### src/rtl/crossyroad_pkg.sv
`default_nettype none
// ============================================================================
// Module   : crossyroad_pkg
// Brief    : Shared types and constants for the crossyroad move input path.
//            Move direction encoding, button bit indices and the default
//            debounce length.
// Revision : 1.0 - initial release
// ============================================================================
package crossyroad_pkg;

  typedef enum logic [1:0] {
    MOVE_UP    = 2'b00,
    MOVE_DOWN  = 2'b01,
    MOVE_LEFT  = 2'b10,
    MOVE_RIGHT = 2'b11
  } move_dir_t;

  // Bit positions of each direction in the raw button bus
  localparam int BTN_UP    = 0;
  localparam int BTN_DOWN  = 1;
  localparam int BTN_LEFT  = 2;
  localparam int BTN_RIGHT = 3;

  // 10 ms at a 25 MHz system clock
  localparam int DEFAULT_DEBOUNCE_CYCLES = 250000;

endpackage
`default_nettype wire

### src/rtl/move_input_ctrl_if.sv
`default_nettype none
// ============================================================================
// Module   : move_input_ctrl_if
// Brief    : Valid/ready move-token channel between the input front end
//            (master) and the game core (slave).
// Revision : 1.0 - initial release
// ============================================================================
interface move_input_ctrl_if;
  import crossyroad_pkg::*;

  logic      move_valid;
  logic      move_ready;
  move_dir_t move_dir;

  modport master (
    output move_valid,
    output move_dir,
    input  move_ready
  );

  modport slave (
    input  move_valid,
    input  move_dir,
    output move_ready
  );

endinterface
`default_nettype wire

### src/rtl/btn_debounce.sv
`default_nettype none
// ============================================================================
// Module   : btn_debounce
// Brief    : One button: 2-flop synchronizer, debounce counter and a
//            registered one-cycle press pulse on each debounced 0->1 edge.
//            Optional macro MOVE_REPEAT_EN adds hold-to-repeat pulses.
// Revision : 1.0 - initial release
// ============================================================================
module btn_debounce #(
  parameter int DEBOUNCE_CYCLES = 2
`ifdef MOVE_REPEAT_EN
  ,
  parameter int REPEAT_DELAY    = 12500000,
  parameter int REPEAT_PERIOD   = 5000000
`endif
) (
  input  logic clk,
  input  logic rst,
  input  logic btn_async,
  output logic press
);

  localparam int CNT_W = $clog2(DEBOUNCE_CYCLES);

  logic             sync_meta;
  logic             sync_q;
  logic             stable;
  logic [CNT_W-1:0] cnt;
  logic             press_q;
  logic             mismatch;
  logic             flip;
  logic             repeat_fire;

  assign mismatch = (sync_q != stable);
  // The counter already holds DEBOUNCE_CYCLES-1 mismatched samples, so this
  // edge is the DEBOUNCE_CYCLES-th consecutive one: accept the new level.
  assign flip     = mismatch && (cnt == CNT_W'(DEBOUNCE_CYCLES - 1));

`ifdef MOVE_REPEAT_EN
  logic [31:0] hold_cnt;
  logic        repeating;

  assign repeat_fire = stable &&
    (hold_cnt == (repeating ? 32'(REPEAT_PERIOD - 1) : 32'(REPEAT_DELAY - 1)));

  // Hold timer: runs while debounced high, first fires after the initial delay
  always_ff @(posedge clk) begin
    if (rst || !stable) begin
      hold_cnt  <= '0;
      repeating <= 1'b0;
    end else if (repeat_fire) begin
      hold_cnt  <= '0;
      repeating <= 1'b1;
    end else begin
      hold_cnt  <= hold_cnt + 1'b1;
    end
  end
`else
  assign repeat_fire = 1'b0;
`endif

  // Synchronizer, debounce counter, stable level and press pulse register
  always_ff @(posedge clk) begin
    if (rst) begin
      sync_meta <= 1'b0;
      sync_q    <= 1'b0;
      stable    <= 1'b0;
      cnt       <= '0;
      press_q   <= 1'b0;
    end else begin
      sync_meta <= btn_async;
      sync_q    <= sync_meta;
      press_q   <= (flip && sync_q) || repeat_fire;
      if (!mismatch) begin
        cnt <= '0;
      end else if (flip) begin
        cnt    <= '0;
        stable <= sync_q;
      end else begin
        cnt <= cnt + 1'b1;
      end
    end
  end

  assign press = press_q;

endmodule
`default_nettype wire

### src/rtl/move_input_ctrl.sv
`default_nettype none
// ============================================================================
// Module   : move_input_ctrl
// Brief    : Crossyroad move input front end. Debounces four direction
//            buttons, turns each press into a move token (up > down > left >
//            right when simultaneous) and queues tokens in a small FIFO
//            drained over a valid/ready channel. Sticky overflow on drop.
//            Optional macro MOVE_REPEAT_EN enables hold-to-repeat.
// Revision : 1.0 - initial release
// ============================================================================
module move_input_ctrl
  import crossyroad_pkg::*;
#(
  parameter int DEBOUNCE_CYCLES = DEFAULT_DEBOUNCE_CYCLES,
  parameter int FIFO_DEPTH      = 4
`ifdef MOVE_REPEAT_EN
  ,
  parameter int REPEAT_DELAY    = 12500000,
  parameter int REPEAT_PERIOD   = 5000000
`endif
) (
  input  logic                        clk,
  input  logic                        sys_rst,
  input  logic [3:0]                  btn_in,
  move_input_ctrl_if.master           move,
  output logic [$clog2(FIFO_DEPTH):0] fifo_count,
  output logic                        overflow
);

  localparam int AW = $clog2(FIFO_DEPTH);
  localparam int CW = AW + 1;

  logic [3:0]    press;
  logic          push;
  move_dir_t     push_dir;

  move_dir_t     mem [FIFO_DEPTH];
  logic [AW-1:0] wr_ptr;
  logic [AW-1:0] rd_ptr;
  logic [CW-1:0] count;
  logic          overflow_q;
  logic          valid;
  logic          full;
  logic          do_push;
  logic          do_pop;

  for (genvar i = 0; i < 4; i++) begin : g_btn
    btn_debounce #(
      .DEBOUNCE_CYCLES (DEBOUNCE_CYCLES)
`ifdef MOVE_REPEAT_EN
      ,
      .REPEAT_DELAY    (REPEAT_DELAY),
      .REPEAT_PERIOD   (REPEAT_PERIOD)
`endif
    ) u_btn (
      .clk       (clk),
      .rst       (sys_rst),
      .btn_async (btn_in[i]),
      .press     (press[i])
    );
  end

  // Pick the single highest-priority press; the rest are silently discarded
  always_comb begin
    push     = 1'b0;
    push_dir = MOVE_UP;
    if (press[BTN_UP]) begin
      push     = 1'b1;
      push_dir = MOVE_UP;
    end else if (press[BTN_DOWN]) begin
      push     = 1'b1;
      push_dir = MOVE_DOWN;
    end else if (press[BTN_LEFT]) begin
      push     = 1'b1;
      push_dir = MOVE_LEFT;
    end else if (press[BTN_RIGHT]) begin
      push     = 1'b1;
      push_dir = MOVE_RIGHT;
    end
  end

  assign valid   = (count != '0);
  assign full    = (count == CW'(FIFO_DEPTH));
  assign do_pop  = valid && move.move_ready;
  // A full FIFO still accepts a push when the head leaves in the same cycle
  assign do_push = push && (!full || do_pop);

  // FIFO pointers, occupancy and sticky overflow flag
  always_ff @(posedge clk) begin
    if (sys_rst) begin
      wr_ptr     <= '0;
      rd_ptr     <= '0;
      count      <= '0;
      overflow_q <= 1'b0;
    end else begin
      if (do_push) wr_ptr <= wr_ptr + 1'b1;
      if (do_pop)  rd_ptr <= rd_ptr + 1'b1;
      if (do_push && !do_pop) begin
        count <= count + 1'b1;
      end else if (!do_push && do_pop) begin
        count <= count - 1'b1;
      end
      if (push && !do_push) overflow_q <= 1'b1;
    end
  end

  // Token storage; contents are meaningless until written, so no reset
  always_ff @(posedge clk) begin
    if (do_push) mem[wr_ptr] <= push_dir;
  end

  assign move.move_valid = valid;
  assign move.move_dir   = valid ? mem[rd_ptr] : MOVE_UP;
  assign fifo_count      = count;
  assign overflow        = overflow_q;

endmodule
`default_nettype wire
### src/flat_wrapper.sv
// flat-port wrapper written by rule: the top's interface ports become plain ports
module move_input_ctrl_flat import crossyroad_pkg::*;
#(
  parameter int DEBOUNCE_CYCLES = DEFAULT_DEBOUNCE_CYCLES,
  parameter int FIFO_DEPTH      = 4

)
  (clk, sys_rst, btn_in, fifo_count, overflow, move_move_valid, move_move_dir, move_move_ready);
  move_input_ctrl_if move_i ();
  input  logic clk;
  input  logic sys_rst;
  input  logic [3:0] btn_in;
  output logic [$clog2(FIFO_DEPTH):0] fifo_count;
  output logic overflow;
  output wire logic [$bits(move_i.move_valid)-1:0] move_move_valid;
  output wire logic [$bits(move_i.move_dir)-1:0] move_move_dir;
  input wire logic [$bits(move_i.move_ready)-1:0] move_move_ready;
  assign move_move_valid = move_i.move_valid;
  assign move_move_dir = move_i.move_dir;
  assign move_i.move_ready = move_move_ready;
  move_input_ctrl #(.DEBOUNCE_CYCLES(DEBOUNCE_CYCLES), .FIFO_DEPTH(FIFO_DEPTH)) u_core (.clk(clk), .sys_rst(sys_rst), .btn_in(btn_in), .move(move_i), .fifo_count(fifo_count), .overflow(overflow));
endmodule
### config.mk
export PLATFORM = sky130hd
export DESIGN_NAME = move_input_ctrl_flat
export DESIGN_NICKNAME = d
export VERILOG_FILES = /design/src/rtl/crossyroad_pkg.sv /design/src/rtl/move_input_ctrl_if.sv /design/src/rtl/btn_debounce.sv /design/src/rtl/move_input_ctrl.sv /design/src/flat_wrapper.sv
export SDC_FILE = /design/constraint.sdc
export NUM_CORES = 1
export LEC_CHECK = 0
export ABC_AREA = 1
export BUFFER_PORTS_ARGS = -buffer_cell sky130_fd_sc_hd__buf_4
export CAP_MARGIN = 25
export CORE_UTILIZATION = 35
export DETAILED_ROUTE_END_ITERATION = 12
export GPL_TIMING_DRIVEN = 0
export PLACE_DENSITY_LB_ADDON = 0.25
export SLEW_MARGIN = 10
export SYNTH_ARGS = -nofsm -noshare
export SYNTH_HDL_FRONTEND = slang
export SYNTH_HIERARCHICAL = 1
export SYNTH_SLANG_ARGS = --single-unit
### constraint.sdc
create_clock -name clk -period 2.4 [get_ports clk]
set_input_delay 0.48 -clock clk [delete_from_list [all_inputs] [get_ports clk]]
set_output_delay 0.48 -clock clk [all_outputs]
set_load 0.02 [all_outputs]
==> summary.txt <==
Worst setup path
  • CP startpoint kind: flip-flop
  • Critical path buffers and inverters: 3
  • Critical Path RT: 2.65 ns
  • Slowest CP cell: dfxtp_1
  • CP max FO: 5
  • Slowest stage delay, CP: 0.47 ns
  • CP endpoint kind: flip-flop
  • Top Family by Delay on Critical Path: simple AND/OR/NAND/NOR gates
  • CP cell instances: nor2_4 -> nand2_2 -> nand2_2 -> inv_1 -> ha_1 -> inv_1 -> fa_1 -> inv_1 -> nand2_1 -> nand3b_1 -> nand2_1 -> nand2_1 -> nor2_1
  • Critical path type: flip-flop to flip-flop
  • Crit path DAT: 2.18 ns

Finish
  • Share of layout cells above drive strength 1: 0.0918
  • Fill cell count: approximately 1400
  • Reg area: ~0.0022 mm^2
  • Final instance area: 0.00573 mm^2
  • Synth-to-Final Area Change: 12.6%
  • Total Nets Final: between 700 and 800
  • Multi-input logic area: 0.00253 mm^2
  • Diodes inserted: 0

Timing
  • Slew at the pin closest to its max-slew limit: 0.480 ns
  • Period minus WS final: 1.94 ns
  • Clock Skew: 0.00404 ns
  • Fmax: about 0.52 GHz
  • Unrepaired setup endpoints after global routing: no
  • Post-Route Setup TNS: 0 ns
  • Slew HR: 0.678
  • Endpoints failing setup: 0
  • Fin crit share: 0.807
  • Slew Limit Fails: 0
  • Hold Violations, Final: 0

Logic synthesis
  • Cell Area, Synth: 0.00509 mm^2
  • Most common cell in the netlist: nor2_1
  • Top cells by count, synth: nor2_1, nand2_1, dfxtp_1
  • Synth async-reset ratio: 0
  • Part of the Yosys area used for sequential elements: 0.433
  • Top cells by area, synth: dfxtp_1, nor2_1, nand2_1
  • Yosys reg bits: about 110
  • Avg Cell Area, Syn: between 7 and 8 um^2
  • Yosys top cell area share: 0.386
  • EDFF count, synth: 8
  • Yosys warns: 6
  • Post-synthesis cell count: 701
  • Top_reg_cell synth: dfxtp_1
  • Post-synth top area cell: dfxtp_1
  • Post-synthesis cell type count: 23
  • Syn_nets: 718

Global route
  • Global Route Usage Sum: 0.136
  • Total gr overflow: 0
  • Pin count of the biggest net entering global routing: 19
  • First-pass GRT wire length: 16.3 mm
  • Vias in the first global route: 3812
  • Initial antenna violation count: 0

Clock tree
  • # clock sinks: between 100 and 150
  • Post-CTS sizing: 0
  • CTS buffer count: 9
  • H-tree lvl count: 3
  • Worst-Skew Late Latency: ~0.35 ns
  • Post-CTS setup buffer count: 0
  • Root Driver: clkbuf_16
  • TritonCTS clock tree: yes
  • Hold Buf Count CTS: 0
  • CTS clk-pin slew, worst paths: ~0.07 ns
  • CTS Buffer Depth: 2

Die
  • Die width: 123 um
  • Starting Density: 0.362
  • Die height: ~120 um
  • Core Region: between 0.01 and 0.015 mm^2
  • Die Footprint: 0.0150 mm^2
  • Num rows: 43
  • I/O pin count: 14

Place
  • I/O Buffers: 13
  • Placed Area: between 0.005 and 0.006 mm^2
  • Post-DP HPWL: 6.62 mm
  • Gpl congestion: 0.827

Route
  • Vias/cell: 4.46
  • Total wire length: 8.99 mm
  • Vias: 4060
  • Wire length per cell: 9.88 um
  • DR iter-0 viols: around 210
  • Initial DRT Pass Iterations: 4
  • Number of routed nets with antenna violations: 0
  • DRC: 0

Pwr
  • Power per Cell Area: 685 mW/mm^2
  • Maximum vdd drop: 0.339 mV
  • Pleak: a little under 2 nW

Min path
  • Hold Path Class: input pin to flip-flop

Flow run
  • Max-Cap Viols: 0

Run status
  • Status: completed
[layout by cell type, fill, tap and decap left out, types with 2 or more instances in the layout]
master     Yosys  routed
nor2_4         5       5
xor2_1        29      29
nand2_4        2       2
buf_8          4       4
bufinv_16      0       2
nand3_2        8       8
nor2_1       184     184
clkbuf_16      0       9
nand3_1       29      29
nand2_2        7       7
nand2_1      159     159
nand3_4        4       4
a21oi_1       30      30
xnor2_1       12      12
o21ai_0       17      17
dfxtp_1       98      98
inv_1         80      80
buf_4          0      13
edfxtp_1       8       8
or2_0          4       4
or2_2          8       8
ha_1           9       9
[through the flow]
| step | cells | setup slack, ns | hold slack (ns) | total power [W] | utilization |
|---|---|---|---|---|---|
| floorplan | 701 | 0.515 | 0.388 | 0.00224 | - |
| global placement | 894 | 0.358 | 0.392 | 0.00237 | 0.385 |
| detailed placement | 894 | 0.314 | 0.396 | 0.00239 | 0.385 |
| CTS | 910 | 0.466 | 0.315 | 0.00399 | 0.408 |
| global route | 910 | 0.245 | 0.338 | 0.00412 | 0.408 |
| finish | 910 | 0.462 | 0.331 | 0.00392 | 0.408 |
[state kept, by name (all words and copies together) (netlist names), named ones only]
name                          flops
u_core/mem                        8
u_core/wr_ptr                     2
u_core/rd_ptr                     2
u_core/g_btn.u_btn/cnt           72
u_core/g_btn.u_btn/stable         4
u_core/fifo_count                 3
u_core/g_btn.u_btn/sync_meta      4
u_core/g_btn.u_btn/sync_q         4
u_core/g_btn.u_btn/press          4
u_core/overflow                   1
[power breakdown]
| group | total [W] | leakage (nW) | switching [W] | internal [W] |
|---|---|---|---|---|
| Combinational | 0.000461 | 0.944 | 0.000280 | 0.000181 |
| Clock | 0.00158 | 0.153 | 0.000661 | 0.000919 |
| Sequential | 0.00188 | 0.885 | 0.0000577 | 0.00183 |
| Total | 0.00392 | 1.98 | 0.000998 | 0.00293 |
[cell type report]
cell class | count | share of cell area
inverter | 80 | 0.0524
clock buffer | 10 | 0.0400
timing repair buffer | 13 | 0.0170
multi-input combinational | 511 | 0.441
clock inverter | 6 | 0.0157
tap | 180 | 0.0393
sequential | 106 | 0.384
buffer | 4 | 0.0105
[cell families after synthesis]
family | count (synthesis) | synth area share
and+or+nand+nor | 413 | 0.354
AOI/OAI and AO/OA | 47 | 0.0462
adders and majority gates | 10 | 0.0261
buffers and inverters | 84 | 0.0708
xor gates and xnor gates | 41 | 0.0706
DFF | 106 | 0.433
[path summary, 6_finish.rpt]
check                                                     start                              end  slack, ns  cells past startpoint
worst min register to register  u_core/g_btn[2].u_btn/sync_meta     u_core/g_btn[2].u_btn/sync_q       0.40                      2
worst min-delay path                                  btn_in[3]  u_core/g_btn[3].u_btn/sync_meta       0.33                      3
worst max register to register             u_core/fifo_count[0]             u_core/fifo_count[2]       0.46                     13
worst max-delay path                       u_core/fifo_count[0]             u_core/fifo_count[2]       0.46                     13
[worst reg2reg max path, stage by stage, from the launching register on]
cell and delay (ns):
dfxtp_1 0.47, nor2_4 0.08, nand2_2 0.14, nand2_2 0.10
inv_1 0.07, ha_1 0.17, inv_1 0.07, fa_1 0.38
inv_1 0.06, nand2_1 0.05, nand3b_1 0.10, nand2_1 0.06
nand2_1 0.06, nor2_1 0.04
[layer usage]
metal | part of all wire | global-route usage | up-vias | routed length (um)
met4 | 0.026 | 0.0777 | 0 | 233
met2 | 0.43 | 0.217 | 43 | 3900
met3 | 0.031 | 0.0214 | 16 | 280
li1 | - | - | 2197 | -
met1 | 0.51 | 0.175 | 1804 | 4580
met5 | 0 | 0 | - | 0
Note: power is estimated with default switching activity, not from simulation.
